File: config.mk
export PLATFORM = sky130hd
export DESIGN_NAME = ann_mac_sequencer_flat
export DESIGN_NICKNAME = d
export VERILOG_FILES = /design/src/rtl/ann_pkg.sv /design/src/rtl/ann_mac_sequencer_if.sv /design/src/rtl/ann_mac.sv /design/src/rtl/ann_mac_sequencer.sv /design/src/flat_wrapper.sv
export SDC_FILE = /design/constraint.sdc
export NUM_CORES = 1
export LEC_CHECK = 0
export ABC_AREA = 1
export CORE_UTILIZATION = 45
export DETAILED_ROUTE_END_ITERATION = 6
export PLACE_DENSITY = 0.69
export SKIP_LAST_GASP = 1
export SLEW_MARGIN = 20
export SYNTH_ARGS = -nofsm -noshare
export SYNTH_HDL_FRONTEND = slang
export SYNTH_HIERARCHICAL = 1
export SYNTH_SLANG_ARGS = --single-unit
File: constraint.sdc
create_clock -name clk -period 13.1 [get_ports clk]
set_clock_uncertainty 0.2 [all_clocks]
set_input_delay 2.62 -clock clk [delete_from_list [all_inputs] [get_ports clk]]
set_output_delay 2.62 -clock clk [all_outputs]
set_load 0.05 [all_outputs]
File: src/rtl/ann_pkg.sv
// ann_pkg: shared types and constants for the ANN MAC sequencer.
//   mac_state_t  : sequencer state encoding (IDLE, RUN, FINISH, DONE)
//   *_DEF        : default widths used by the interface and the top
//   INPUT_DELAY  : read latency of the operand memory, shared with the controller
//   sat_relu     : signed saturation to data_w bits with optional clamp of negatives
package ann_pkg;

    typedef enum logic [1:0] {
        IDLE   = 2'd0,
        RUN    = 2'd1,
        FINISH = 2'd2,
        DONE   = 2'd3
    } mac_state_t;

    localparam int DATA_W_DEF    = 8;
    localparam int ACC_W_DEF     = 24;
    localparam int FRAC_BITS_DEF = 4;
    localparam int CNT_W_DEF     = 7;

    // Entries at the start of a pass whose operands are still in flight.
    localparam int INPUT_DELAY = 1;

    // Working width of the saturation helper; callers sign-extend into it.
    localparam int SAT_W = 64;

    function automatic logic signed [SAT_W-1:0] sat_relu(
        input logic signed [SAT_W-1:0] v,
        input int                      data_w,
        input bit                      relu_en
    );
        logic signed [SAT_W-1:0] hi;
        logic signed [SAT_W-1:0] lo;
        logic signed [SAT_W-1:0] r;
        hi = (64'sd1 <<< (data_w - 1)) - 64'sd1;
        lo = -(64'sd1 <<< (data_w - 1));
        if (v > hi) begin
            r = hi;
        end else if (v < lo) begin
            r = lo;
        end else begin
            r = v;
        end
        // Clamp happens after saturation so -2^(N-1) also maps to 0.
        if (relu_en && (r < 0)) begin
            r = '0;
        end
        return r;
    endfunction

endpackage

File: src/rtl/ann_mac_sequencer_if.sv
// ann_mac_sequencer_if: controller <-> MAC sequencer bundle.
//   master : controller/memory side (drives start, enable, count and operands)
//   slave  : sequencer side (drives address, result, busy and done pulse)
interface ann_mac_sequencer_if #(
    parameter int DATA_W = ann_pkg::DATA_W_DEF,
    parameter int CNT_W  = ann_pkg::CNT_W_DEF
);
    logic                     reset_accum;
    logic                     coeff_ready;
    logic [CNT_W-1:0]         max_input;
    logic signed [DATA_W-1:0] data_in;
    logic signed [DATA_W-1:0] coef_in;
    logic [CNT_W-1:0]         rd_addr;
    logic signed [DATA_W-1:0] result;
    logic                     busy;
    logic                     n_start_done;

    modport master (
        output reset_accum, coeff_ready, max_input, data_in, coef_in,
        input  rd_addr, result, busy, n_start_done
    );

    modport slave (
        input  reset_accum, coeff_ready, max_input, data_in, coef_in,
        output rd_addr, result, busy, n_start_done
    );
endinterface

File: src/rtl/ann_mac.sv
// ann_mac: signed multiply, sign-extend and registered accumulate.
//   clk, rst : clock and asynchronous active-high reset
//   clr      : synchronous clear of the accumulator (wins over en)
//   en       : add a*b into the accumulator this cycle
//   a, b     : signed operands
//   acc      : accumulator register, wraps modulo 2^ACC_W
module ann_mac #(
    parameter int DATA_W = 8,
    parameter int ACC_W  = 24
) (
    input  logic                     clk,
    input  logic                     rst,
    input  logic                     clr,
    input  logic                     en,
    input  logic signed [DATA_W-1:0] a,
    input  logic signed [DATA_W-1:0] b,
    output logic signed [ACC_W-1:0]  acc
);
    logic signed [2*DATA_W-1:0] prod;
    logic signed [ACC_W-1:0]    prod_ext;
    logic signed [ACC_W-1:0]    acc_reg;

    assign prod     = a * b;
    assign prod_ext = {{(ACC_W-2*DATA_W){prod[2*DATA_W-1]}}, prod};

    always_ff @(posedge clk or posedge rst) begin
        if (rst) begin
            acc_reg <= '0;
        end else if (clr) begin
            acc_reg <= '0;
        end else if (en) begin
            acc_reg <= acc_reg + prod_ext;
        end
    end

    assign acc = acc_reg;
endmodule

File: src/rtl/ann_mac_sequencer.sv
// ann_mac_sequencer: walks max_input entries of an activation/coefficient
// stream, accumulates their products and emits the scaled, saturated result.
//   clk, rst : clock and asynchronous active-high reset
//   bus      : ann_mac_sequencer_if.slave
//              reset_accum (start), coeff_ready (advance), max_input (count
//              incl. one fill entry), data_in/coef_in (operands, 1-cycle
//              latency), rd_addr (entry index), result, busy, n_start_done
// Build option: define ANN_RELU_EN to clamp negative results to zero.
module ann_mac_sequencer
    import ann_pkg::*;
#(
    parameter int DATA_W    = DATA_W_DEF,
    parameter int ACC_W     = ACC_W_DEF,
    parameter int FRAC_BITS = FRAC_BITS_DEF,
    parameter int CNT_W     = CNT_W_DEF
) (
    input logic                clk,
    input logic                rst,
    ann_mac_sequencer_if.slave bus
);
`ifdef ANN_RELU_EN
    localparam bit RELU_EN = 1'b1;
`else
    localparam bit RELU_EN = 1'b0;
`endif

    mac_state_t               state_reg;
    logic [CNT_W-1:0]         cnt_reg;
    logic [CNT_W-1:0]         lim_reg;
    logic signed [DATA_W-1:0] result_reg;
    logic                     busy_reg;
    logic                     done_reg;

    logic signed [ACC_W-1:0]  acc;
    logic signed [ACC_W-1:0]  acc_shifted;
    logic signed [SAT_W-1:0]  acc_wide;
    logic signed [DATA_W-1:0] result_sat;
    logic                     mac_clr;
    logic                     mac_en;
    logic                     last_entry;

    // A limit of 0 or 1 means there is nothing to accumulate: the fill
    // entry alone ends the pass.
    assign last_entry = (lim_reg <= CNT_W'(1)) || (cnt_reg == lim_reg - CNT_W'(1));

    // Entries below INPUT_DELAY have no operands on the bus yet.
    assign mac_clr = bus.reset_accum;
    assign mac_en  = (state_reg == RUN) && bus.coeff_ready
                   && (cnt_reg >= CNT_W'(INPUT_DELAY));

    ann_mac #(
        .DATA_W (DATA_W),
        .ACC_W  (ACC_W)
    ) u_mac (
        .clk (clk),
        .rst (rst),
        .clr (mac_clr),
        .en  (mac_en),
        .a   (bus.data_in),
        .b   (bus.coef_in),
        .acc (acc)
    );

    assign acc_shifted = acc >>> FRAC_BITS;
    assign acc_wide    = {{(SAT_W-ACC_W){acc_shifted[ACC_W-1]}}, acc_shifted};
    assign result_sat  = DATA_W'(sat_relu(acc_wide, DATA_W, RELU_EN));

    always_ff @(posedge clk or posedge rst) begin
        if (rst) begin
            state_reg  <= IDLE;
            cnt_reg    <= '0;
            lim_reg    <= '0;
            result_reg <= '0;
            busy_reg   <= 1'b0;
            done_reg   <= 1'b0;
        end else if (bus.reset_accum) begin
            // Start (or restart from any state) a fresh pass.
            state_reg <= RUN;
            cnt_reg   <= '0;
            lim_reg   <= bus.max_input;
            busy_reg  <= 1'b1;
            done_reg  <= 1'b0;
        end else begin
            case (state_reg)
                IDLE: begin
                    busy_reg <= 1'b0;
                    done_reg <= 1'b0;
                end
                RUN: begin
                    if (bus.coeff_ready) begin
                        cnt_reg <= cnt_reg + CNT_W'(1);
                        if (last_entry) begin
                            state_reg <= FINISH;
                        end
                    end
                end
                FINISH: begin
                    result_reg <= result_sat;
                    state_reg  <= DONE;
                    busy_reg   <= 1'b0;
                    done_reg   <= 1'b1;
                end
                DONE: begin
                    state_reg <= IDLE;
                    done_reg  <= 1'b0;
                end
                default: begin
                    state_reg <= IDLE;
                    busy_reg  <= 1'b0;
                    done_reg  <= 1'b0;
                end
            endcase
        end
    end

    assign bus.rd_addr      = cnt_reg;
    assign bus.result       = result_reg;
    assign bus.busy         = busy_reg;
    assign bus.n_start_done = done_reg;
endmodule

File: src/flat_wrapper.sv
// flat-port wrapper written by rule: the top's interface ports become plain ports
module ann_mac_sequencer_flat import ann_pkg::*;
#(
    parameter int DATA_W    = DATA_W_DEF,
    parameter int ACC_W     = ACC_W_DEF,
    parameter int FRAC_BITS = FRAC_BITS_DEF,
    parameter int CNT_W     = CNT_W_DEF
)
  (clk, rst, bus_reset_accum, bus_coeff_ready, bus_max_input, bus_data_in, bus_coef_in, bus_rd_addr, bus_result, bus_busy, bus_n_start_done);
  ann_mac_sequencer_if #(.DATA_W(DATA_W), .CNT_W(CNT_W)) bus_i ();
  input logic clk;
  input logic rst;
  input wire logic [$bits(bus_i.reset_accum)-1:0] bus_reset_accum;
  input wire logic [$bits(bus_i.coeff_ready)-1:0] bus_coeff_ready;
  input wire logic [$bits(bus_i.max_input)-1:0] bus_max_input;
  input wire logic [$bits(bus_i.data_in)-1:0] bus_data_in;
  input wire logic [$bits(bus_i.coef_in)-1:0] bus_coef_in;
  output wire logic [$bits(bus_i.rd_addr)-1:0] bus_rd_addr;
  output wire logic [$bits(bus_i.result)-1:0] bus_result;
  output wire logic [$bits(bus_i.busy)-1:0] bus_busy;
  output wire logic [$bits(bus_i.n_start_done)-1:0] bus_n_start_done;
  assign bus_i.reset_accum = bus_reset_accum;
  assign bus_i.coeff_ready = bus_coeff_ready;
  assign bus_i.max_input = bus_max_input;
  assign bus_i.data_in = bus_data_in;
  assign bus_i.coef_in = bus_coef_in;
  assign bus_rd_addr = bus_i.rd_addr;
  assign bus_result = bus_i.result;
  assign bus_busy = bus_i.busy;
  assign bus_n_start_done = bus_i.n_start_done;
  ann_mac_sequencer #(.DATA_W(DATA_W), .ACC_W(ACC_W), .FRAC_BITS(FRAC_BITS), .CNT_W(CNT_W)) u_core (.clk(clk), .rst(rst), .bus(bus_i));
endmodule
### After elaboration in Yosys (flattened, before gate mapping)

Cells that the tools add are included.

* register bits after elaboration: 50
* input port bits: 27
* output and inout port bits: 17
* word-level logic and storage cells: 52

* $add $sub $neg: 3
* multipliers: 1
* magnitude comparators: 4
* equality and inequality tests: 6
* mux-type cells: 15
* bitwise operators: 1
* reductions and logical operators: 15

Operators with widths (number)
* 24-bit 2-to-1 mux: 2
* 24-bit by 16-bit adder with 24-bit output: 1
* 7-bit 2-to-1 mux: 3
* 20-bit by 8-bit greater-than comparator with 1-bit output (second input constant): 1
* 20-bit by 8-bit less-than comparator with 1-bit output (second input constant): 1
* 8-bit by 8-bit multiplier with 16-bit output: 1
* 8-bit 2-to-1 mux: 2
* 2-bit nonzero test: 4
* 7-bit by 1-bit adder with 7-bit output (second input constant): 1
* 7-bit == test: 1
* 7-bit by 1-bit greater-or-equal comparator with 1-bit output (second input constant): 1
* 7-bit by 1-bit less-or-equal comparator with 1-bit output (second input constant): 1
* 7-bit by 1-bit subtractor with 7-bit output (second input constant): 1
* 2-bit 2-to-1 mux: 3
* 2-bit case mux with 3 select lines: 1
* 2-bit == test (second input constant): 2
* 2-bit AND reduction: 2
* 4-bit nonzero test: 1
* 2-bit OR reduction: 2
* 1-bit 2-to-1 mux: 3
* 3-bit by 2-bit inequality test with 1-bit output (second input constant): 1
* 3-bit inequality test (second input constant): 1
* 3-bit AND reduction: 1
* 3-bit nonzero test: 1
* other kinds (6): 7

### Depth between registers and ports, before layout

Gate-level depths: netlist (run 1).

* word-level depth: 7
* depth in mapped cells: 23
* depth with buffers taken out: 22

### Hierarchy

Netlist (run 1), hierarchy kept.

By module, submodules not included
* ann_mac: instances 1, cells each 683, area an instance 5482.8 um^2, seq. area each 600.6 um^2
* ann_mac_sequencer: instances 1, cells each 206, area an instance 1569.0 um^2, seq. area each 650.6 um^2

### Worst setup path after synthesis (run 1)

Ideal clock, no wire load.

* path type: in2reg
* from: input port bus_data_in[7]
* to: register u_core.u_mac.acc_reg[23], in the netlist u_core/u_mac/acc[23]
* library setup time: 0.117 ns
* data arrival time: 6.942 ns
* required time: 12.783 ns
* path slack: 5.840 ns
* stages on the path: 22
* buffers on the path: 1
* cells stage by stage: clkbuf_1 nand2_1 inv_1 fa_1 inv_1 fa_1 inv_1 fa_1 inv_1 fa_1 inv_1 ha_1 ha_1 inv_2 nor3_2 nand2_1 nor2_1 nand2_1 nand3_1 nand2_1 nand3_1 nand2_1

* cells in the longest elaborated chain, start to end: 4

Ends and longest elaborated chain
* start, declared: RTL line flat_wrapper.sv:16 `input wire logic [$bits(bus_i.data_in)-1:0] bus_data_in;`
* 8-bit by 8-bit multiplier with 16-bit output: RTL line ann_mac.sv:23 `assign prod = a * b;`
* 24-bit by 16-bit adder with 24-bit output: RTL line ann_mac.sv:32 `acc_reg <= acc_reg + prod_ext;`
* 24-bit 2-to-1 mux: RTL line ann_mac.sv:31 `end else if (en) begin`
* 24-bit 2-to-1 mux: RTL line ann_mac.sv:29 `end else if (clr) begin`
* end signal, assigned: RTL line ann_mac.sv:32
* end, declared: RTL line ann_mac.sv:21 `logic signed [ACC_W-1:0] acc_reg;`

Every way passes these cells. The select of a mux whose other input is x is not followed.
A chain may end at the register's enable or synchronous reset.

### Worst setup path in the final report (run 1)

* from: input port bus_data_in[7]
* to: register u_core.u_mac.acc_reg[22], in the netlist u_core/u_mac/acc[22]

Same word-level chain as after synthesis.

==> out/metrics.yaml, run 1 <==
synth:
  synth_edf_count: 0
  yosysTopAreaCell: "fa_1"
  ys_ff_latch: 50
  synth.cell_area_um2: 7050
  synthesis.nets: 1082
  ys_seq_area_frac: 0.177
  synth_top_area_share: 0.295
  synth_area_leaders: "fa_1 30%, dfrtp_1 18%, nand2_1 13%"
  ys_warn_count: 6
  ys_types: 37
  ys.flop_type: "dfrtp_1"
  syn_inst: 889
  avgSynthCellArea_um2: 7.93
  synthArstFlopShare: 1.00
power:
  irDropWorstVdd_mv: 0.135
  power_density_nw_per_um2: 257
  p_leak_uw: 0.00435
detailed_routing:
  drc: 0
  viasPerCell: 4.87
  first_pass_iters: 5
  dr.first_iter.drc_count: 299
  wl_per_cell_um: 13.3
  num_vias: 5510
  ant_nets: 0
  postRouteWirelength_um: 15100
sta:
  fmax_mhz: 124
  finalCritPeriodShare: 0.616
  finalHoldViolCount: 0
  setup_viol: 0
  relSlewSlack: 0.362
  holdWs_ns: 0.289
  fin_crit_ns: 8.06
  slew_violations: 0
  fin_tns_setup_ns: 0
  rsz0062_at_grt: "false"
  tightest_slew_ns: 0.952
grt:
  grt_max_degree: 27
  overflow: 0
  grt_pass1_vias: 5772
  grt_usage: 0.210
  grt_first_pass_wirelength_um: 27400
  antenna_found_initial: 0
worst_setup_path:
  cp_max_fo: 8
  crit_arrival_ns: 8.04
  crit_type: "input port to flop"
  reg2reg_from: "u_core/u_mac/acc[21]"
  critPathRequiredTime_ns: 13.08
  rrSetupSlack_ns: 8.44
  worstSetupStartpoint: "bus_data_in[7]"
  critPathLaunchType: "input port"
  worstSetupEndpointType: "flop"
clocking:
  numCtsBuffers: 5
  cts_root_buffer: "clkbuf_16"
  holdBufCountCts: 0
  cts.sinks: 50
  post_cts_resized: 0
  clock_latency_ns: 0.29
  cts_tree: "done"
  h-tree-depth: 2
  clockBufferDepth: 2
  clkSlewWorstSetupHoldPaths_ns: 0.07
  post_cts_buffers: 0
placement:
  routabilityCongestion: 0.884
  hpwl_um: 12800
  numPortBuffers: 43
floorplanning:
  core-area_um2: 15300
  die_h_um: 127
  die_w_um: 127
  ioPinCount: 44
  die-area_um2: 16200
  rows: 45
  start_util: 0.462
run_status:
  status: "complete, no violations"
cells_and_area:
  diodes: 0
  drive_gt1_frac: 0.0434
  synthToLayoutAreaGrowth_pct: 11.1
  fin_util: 0.513
  fillers: 1477
  multi_input_area_um2: 4950
  nNetsFinal: 1113
  largest_register_ff_count: 24
  ff_latch_area_um2: 1250
hold_path:
  min_path_type: "flop to flop"
  holdCritStartpoint: "u_core/bus.result[7]"
run:
  max-cap-violations: 0
==> cell families after synthesis <==
kind of cell             count (synthesis)  share of synthesized area
AND/OR/NAND/NOR                        366                      0.220
flip-flops                              50                      0.177
buffers and inverters                  221                      0.120
AO/OA/AOI/OAI                           76                     0.0625
adder cells (fa/ha/maj)                166                      0.405
XOR/XNOR                                10                     0.0144
==> cells in the final DEF (no fill, tap or decap), drive strengths merged, types with 4 or more instances in the layout <==
cell type	instances
clkdlybuf4s50	43
ha	62
nand4	10
nand2	246
xnor2	4
nor3	6
o21ai	34
clkinv	5
a21oi	26
fa	104
nor2	54
inv	198
a22o	8
clkbuf	6
nand3	41
nor4	5
dfrtp	50
xor2	5
==> Yosys cell counts, drive strengths merged (3+ instances only) <==
library cell / n
nor2: 54
inv: 199
a22o: 8
fa: 104
nand4: 10
ha: 62
nor3: 6
o21ai: 34
a21oi: 26
dfrtp: 50
nand3: 41
clkbuf: 18
xor2: 5
nor4: 5
clkinv: 3
xnor2: 4
nand2: 246
==> where the power goes <==
| part | internal (µW) | total [µW] | switching (µW) |
|---|---|---|---|
| sequential | 191 | 228 | 36.9 |
| combinational | 591 | 1630 | 1040 |
| clock | 96.1 | 155 | 58.7 |
| total | 878 | 2020 | 1140 |
==> critical path, stage by stage <==
cell and delay [ns]:
clkdlybuf4s50_1 0.58, nand2_1 0.25, inv_1 0.08, fa_1 0.54, inv_1 0.16, fa_1 0.66, inv_1 0.28, fa_1 0.61
inv_1 0.08, fa_1 0.55, inv_1 0.05, ha_1 0.30, ha_1 0.45, nand4_1 0.17, nor2_1 0.18, nand4_1 0.17
nand3_1 0.13, nand2_1 0.05, nand3_1 0.06, nand2_1 0.06
==> metrics by stage <==
step / instance area [µm²] / instances / worst slack (ns) / total power, µW
floorplan: 7050 / 889 / 5.84 / 1470
global placement: 7660 / 1124 / 4.79 / 1830
detailed placement: 7660 / 1124 / 4.80 / 1850
CTS: 7840 / 1132 / 5.09 / 2020
global route: 7840 / 1132 / 4.73 / 2280
finish: 7840 / 1132 / 5.04 / 2020
==> path summary, 6_finish.rpt <==
path,endpoint,cells past startpoint
setup / recovery,u_core/u_mac/acc[22],20
hold / removal,u_core/bus.result[7],2
setup reg to reg,u_core/u_mac/acc[22],17
hold reg to reg,u_core/bus.result[7],2
max in group asynchronous,u_core/state_reg[1],2
min in group asynchronous,u_core/u_mac/acc[4],2
==> final cells by class <==
type	count	share of cell area
Inverter	202	0.0968
Multi-Input combinational cell	618	0.632
Timing Repair Buffer	43	0.0549
Tap cell	211	0.0337
Clock inverter	2	0.00495
Clock buffer	6	0.0177
Sequential cell	50	0.160
==> per-layer routing <==
layer,GRT usage,wire [µm]
met3,0.0230,436
met4,0.0434,246
met2,0.373,7350
met1,0.278,7080
met5,0,0
Note: power is estimated with default switching activity, not from simulation.
==> run 2: changes to the inputs <==
Clock period 13.1 ns to 7.5 ns, I/O delays scaled along.
==> run 2 against run 1 <==
Compared with the run above:
- register-to-register slack lost 5.6 ns
- worst hold slack got worse by 0.0024 ns
- utilization is 0.098 points higher
- die area did not move
- combinational power is 74% higher
- final area increased by 0.19%
- routed wire length decreased by 0.13%
- critical path type unchanged
- highest routed layer unchanged
==> out/metrics.yaml, run 2 (same netlist as run 1, synthesis figures left out) <==
sta:
  slew_violations: 0
  holdWs_ns: 0.287
  fin_tns_setup_ns: 0
  rsz0062_at_grt: "false"
  fin_crit_ns: 6.73
  relSlewSlack: 0.345
  finalCritPeriodShare: 0.897
  fmax_mhz: 149
  setup_viol: 0
  tightest_slew_ns: 0.982
  finalHoldViolCount: 0
cells_and_area:
  final_cells: 1137
  synthToLayoutAreaGrowth_pct: 11.3
  fin_util: 0.514
  layout_commonest_cell: "nand2_1"
  nNetsFinal: 1118
  final_cell_mix: "240 x nand2_1, 192 x inv_1, 104 x fa_1"
  largest_register_ff_count: 24
  diodes: 0
  drive_gt1_frac: 0.0497
grt:
  grt_max_degree: 27
  grt_pass1_vias: 5811
  grt_usage: 0.210
  overflow: 0
  antenna_found_initial: 0
  grt_first_pass_wirelength_um: 27200
floorplanning:
  core-area_um2: 15300
  rows: 45
  die_w_um: 127
  die-area_um2: 16200
  die_h_um: 127
  start_util: 0.462
  ioPinCount: 44
power:
  switching_share: 0.567
  pwr-share-clk: 0.069
  power_density_nw_per_um2: 442
  p_total_uw: 3470
  p_int_uw: 1500
  p_leak_uw: 0.00436
  p_sw_uw: 1970
  irDropWorstVdd_mv: 0.222
  share_comb_of_total_power: 0.816
  p_seq_frac: 0.115
worst_setup_path:
  cp_max_fo: 8
  slowest_stage: "fa_1"
  crit_arrival_ns: 6.71
  slowest_delay_ns: 0.65
  crit_type: "input port to flop"
  worstPathCellList: "clkdlybuf4s50_1 -> nand2_1 -> inv_1 -> fa_1 -> inv_1 -> fa_1 -> inv_1 -> fa_1 -> inv_1 -> fa_1 -> inv_1 -> ha_1 -> ha_1 -> nand4_1 -> nor2_1 -> nand4_1 -> nand3_1 -> nand2_1 -> nand3_1 -> nand2_1"
  critPathLaunchType: "input port"
  cp_common_cell: "inv_1"
  critPathRequiredTime_ns: 7.48
  worstSetupEndpointType: "flop"
clocking:
  cts.sinks: 50
  cts_tree: "done"
  clockBufferDepth: 2
  clock_latency_ns: 0.29
  h-tree-depth: 2
  post_cts_resized: 0
  cts_root_buffer: "clkbuf_16"
  post_cts_buffers: 0
  numCtsBuffers: 5
  holdBufCountCts: 0
  clkSlewWorstSetupHoldPaths_ns: 0.07
detailed_routing:
  dr.first_iter.drc_count: 275
  first_pass_iters: 5
  viasPerCell: 4.86
  wl_met3_um: 583
  postRouteWirelength_um: 15100
  ant_nets: 0
  wl_per_cell_um: 13.3
  num_vias: 5529
  top_layer: "met4"
  met1Wirelength_um: 7030
  drc: 0
  wl_met2_um: 7140
placement:
  numPortBuffers: 43
  dp.cells: 1129
  routabilityCongestion: 0.930
  hpwl_um: 12900
run_status:
  status: "complete, no violations"
run:
  max-cap-violations: 0
hold_path:
  min_path_type: "flop to flop"
## run 2: cell count changes in the layout (fill, tap and decap cells not counted)
cell and delta:
buf_4 +5, bufinv_16 -1, inv_2 +1, clkinvlp_4 +1, clkinv_1 -1
## run 2: per-stage QoR
step,area [µm²],setup WS [ns]
floorplan,7050,1.36
finish,7850,0.769
CTS,7850,0.772
global route,7850,0.399
detailed placement,7690,0.499
global placement,7690,0.580
## run 2: worst paths after layout
| path | startpoint | to | slack (ns) | depth (start not counted) |
|---|---|---|---|---|
| setup / recovery | bus_coef_in[3] | u_core/u_mac/acc[22] | 0.77 | 20 |
| hold / removal | u_core/bus.result[7] | u_core/bus.result[7] | 0.29 | 2 |
| setup reg to reg | u_core/u_mac/acc[4] | u_core/u_mac/acc[20] | 2.82 | 22 |
| hold reg to reg | u_core/bus.result[7] | u_core/bus.result[7] | 0.29 | 2 |
| max in group asynchronous | rst | u_core/u_mac/acc[15] | 5.19 | 2 |
| min in group asynchronous | rst | u_core/bus.result[2] | 1.42 | 2 |
## run 2: cell type report
type / count / area, µm²
repair buffers: 48 / 468
fillers: 1455 / 7410
clock inverters: 2 / 16.3
clock buffers: 6 / 139
inverters: 202 / 758
well taps: 211 / 264
flip-flops and latches: 50 / 1250
multi-input cells: 618 / 4950
## run 2: power by group through the flow
stage	Sequential, µW	Clock [µW]	Combinational [µW]
detailed placement	405	0	2820
finish	398	238	2830
global placement	404	0	2790
floorplan	477	0	2100
CTS	400	249	2840
global route	410	258	3280
## run 2: critical path: cells and delay by family
family	cells	cell delay (ns)
simple gates	8	1.01
buf+inv	6	1.15
fa+ha+maj	6	3.03
## run 2: routing by layer
layer | vias up | global-route usage
met5 | - | 0
met2 | 104 | 0.361
met1 | 2638 | 0.283
met3 | 22 | 0.0260
li1 | 2765 | -
met4 | 0 | 0.0539
==> run 3: changes to the inputs <==
Settings changed: REMOVE_ABC_BUFFERS set to 1.
==> run 3 against run 2 <==
Compared with the run above:
- sequential share of layout area down 0.051 points
- utilization is 0.16 points higher
- fmax up 0.64%
- worst hold slack better by 0.024 ns
- non-clock buffer count up 5
- cell count is 0.44% higher
- die area is the same
- clock power fell by 2%
- power increased by 0.49%
- count of clock-buffer cells in the layout did not move
- first-iteration DRC count rose by 16%
- highest routed layer unchanged
- combinational power is essentially flat
==> out/metrics.yaml, run 3 (same netlist as run 1, synthesis figures left out) <==
run_status:
  status: "complete, no violations"
cells_and_area:
  layout_commonest_cell: "nand2_1"
  final_cell_mix: "240 x nand2_1, 192 x inv_1, 104 x fa_1"
  fillers: 1442
  largest_register_ff_count: 24
  diodes: 0
  final_cells: 1142
  nNetsFinal: 1123
  drive_gt1_frac: 0.0537
  synthToLayoutAreaGrowth_pct: 11.7
grt:
  overflow: 0
  grt_usage: 0.216
  grt_max_degree: 27
  grt_pass1_vias: 5469
  grt_first_pass_wirelength_um: 27100
  antenna_found_initial: 0
worst_setup_path:
  r2r-end: "u_core/u_mac/acc[20]"
  rr_worst_depth: 22
  critPathRequiredTime_ns: 7.49
  worstPathCellList: "clkdlybuf4s50_1 -> nand2_1 -> inv_1 -> fa_1 -> inv_1 -> fa_1 -> inv_1 -> fa_1 -> inv_1 -> fa_1 -> inv_1 -> ha_1 -> ha_1 -> nand4_1 -> nor2_1 -> nand4_1 -> nand3_1 -> nand2_1 -> nand3_1 -> nand2_1"
  cp_num_buf_inv: 6
  cp_max_fo: 8
  crit_arrival_ns: 6.68
  rrSetupSlack_ns: 2.69
  worstSetupStartpoint: "bus_data_in[7]"
  reg2reg_from: "u_core/u_mac/acc[4]"
  cp_common_cell: "inv_1"
  critical-path-top-delay-family: "adder cells"
  slowest_delay_ns: 0.68
  critPathLaunchType: "input port"
  crit_type: "input port to flop"
  worstSetupEndpointType: "flop"
  slowest_stage: "fa_1"
detailed_routing:
  ant_nets: 0
  viasPerCell: 4.82
  first_pass_iters: 5
  num_vias: 5510
  dr.first_iter.drc_count: 320
  drc: 0
  wl_per_cell_um: 13.9
  postRouteWirelength_um: 15900
floorplanning:
  ioPinCount: 44
  die-area_um2: 16200
  die_w_um: 127
  start_util: 0.462
  core-area_um2: 15300
  die_h_um: 127
  rows: 45
clocking:
  h-tree-depth: 2
  cts_tree: "done"
  clock_latency_ns: 0.30
  numCtsBuffers: 5
  clkSlewWorstSetupHoldPaths_ns: 0.07
  post_cts_resized: 0
  holdBufCountCts: 0
  cts.sinks: 50
  clockBufferDepth: 2
  cts_root_buffer: "clkbuf_16"
  post_cts_buffers: 0
run:
  max-cap-violations: 0
sta:
  fin_tns_setup_ns: 0
  worst_slack_ns: 0.812
  rsz0062_at_grt: "false"
  tightest_slew_ns: 0.937
  relSlewSlack: 0.372
  finalCritPeriodShare: 0.892
  slew_violations: 0
  finalHoldViolCount: 0
  fmax_mhz: 150
  setup_viol: 0
  fin_crit_ns: 6.69
  holdWs_ns: 0.311
power:
  p_leak_uw: 0.00439
  power_density_nw_per_um2: 442
  irDropWorstVdd_mv: 0.271
placement:
  numPortBuffers: 43
  hpwl_um: 13400
  dp_slack_ns: 0.502
  routabilityCongestion: 0.855
  dp.cells: 1134
hold_path:
  hold_end: "u_core/bus.result[2]"
  worstHoldPathCells: 1
  holdCritStartpoint: "u_core/bus.result[2]"
  min_path_type: "flop to flop"
[run 3: cell count changes in the layout (fill, tap and decap cells not counted), sizes merged]
cell,previous run,this run
inv,199,198
clkinv,4,6
clkinvlp,1,0
buf,5,10
[run 3: per-stage QoR]
stage               power [µW]  utilization  cell area [µm²]
floorplan                 2560            -             6960
global placement          3210        0.507             7730
detailed placement        3250        0.507             7730
CTS                       3510        0.516             7880
global route              3930        0.516             7880
finish                    3480        0.516             7880
[run 3: metal layers]
layer / part of all wire / wire [µm] / track usage / vias to the layer above
li1: - / - / - / 2768
met1: 0.47 / 7460 / 0.300 / 2613
met2: 0.47 / 7540 / 0.357 / 120
met3: 0.047 / 753 / 0.0360 / 9
met4: 0.0079 / 126 / 0.0441 / 0
met5: 0 / 0 / 0 / -
[run 3: worst max-delay path by stage]
stage                     slack [ns]  cells after the start                   end
after global routing            0.37                     22  u_core/u_mac/acc[23]
after CTS                       0.79                     22  u_core/u_mac/acc[23]
after global placement          0.58                     22  u_core/u_mac/acc[23]
after floorplan                 1.54                     21  u_core/u_mac/acc[23]
after detailed placement        0.50                     22  u_core/u_mac/acc[23]
final                           0.81                     20  u_core/u_mac/acc[22]
[run 3: report_power, final]
group | switching (µW) | internal (µW) | total (µW)
sequential | 68.5 | 334 | 402
clock | 109 | 124 | 233
combinational | 1810 | 1040 | 2850
[run 3: area by class of cell]
class                           count  area (µm²)  share of cell area
Multi-Input combinational cell    618        4950               0.629
Sequential cell                    50        1250               0.159
Inverter                          202         758              0.0963
Timing Repair Buffer               53         505              0.0642
Tap cell                          211         264              0.0335
Clock buffer                        6         129              0.0164
Clock inverter                      2        13.8             0.00175
[run 3: worst reg2reg max path: stages, from the launching register on]
cell and delay (ns):
dfrtp_1 0.40, inv_1 0.10, fa_1 0.54, inv_1 0.06, fa_1 0.46, ha_1 0.29, inv_1 0.05, fa_1 0.57
inv_1 0.05, ha_1 0.27, ha_1 0.29, inv_1 0.09, fa_1 0.41, inv_1 0.13, nand3_1 0.10, nand3_2 0.12
nand2_1 0.06, nand2_1 0.11, nand3_1 0.14, nand2_1 0.10, nand2_1 0.05, nand3_1 0.07, nand2_1 0.05
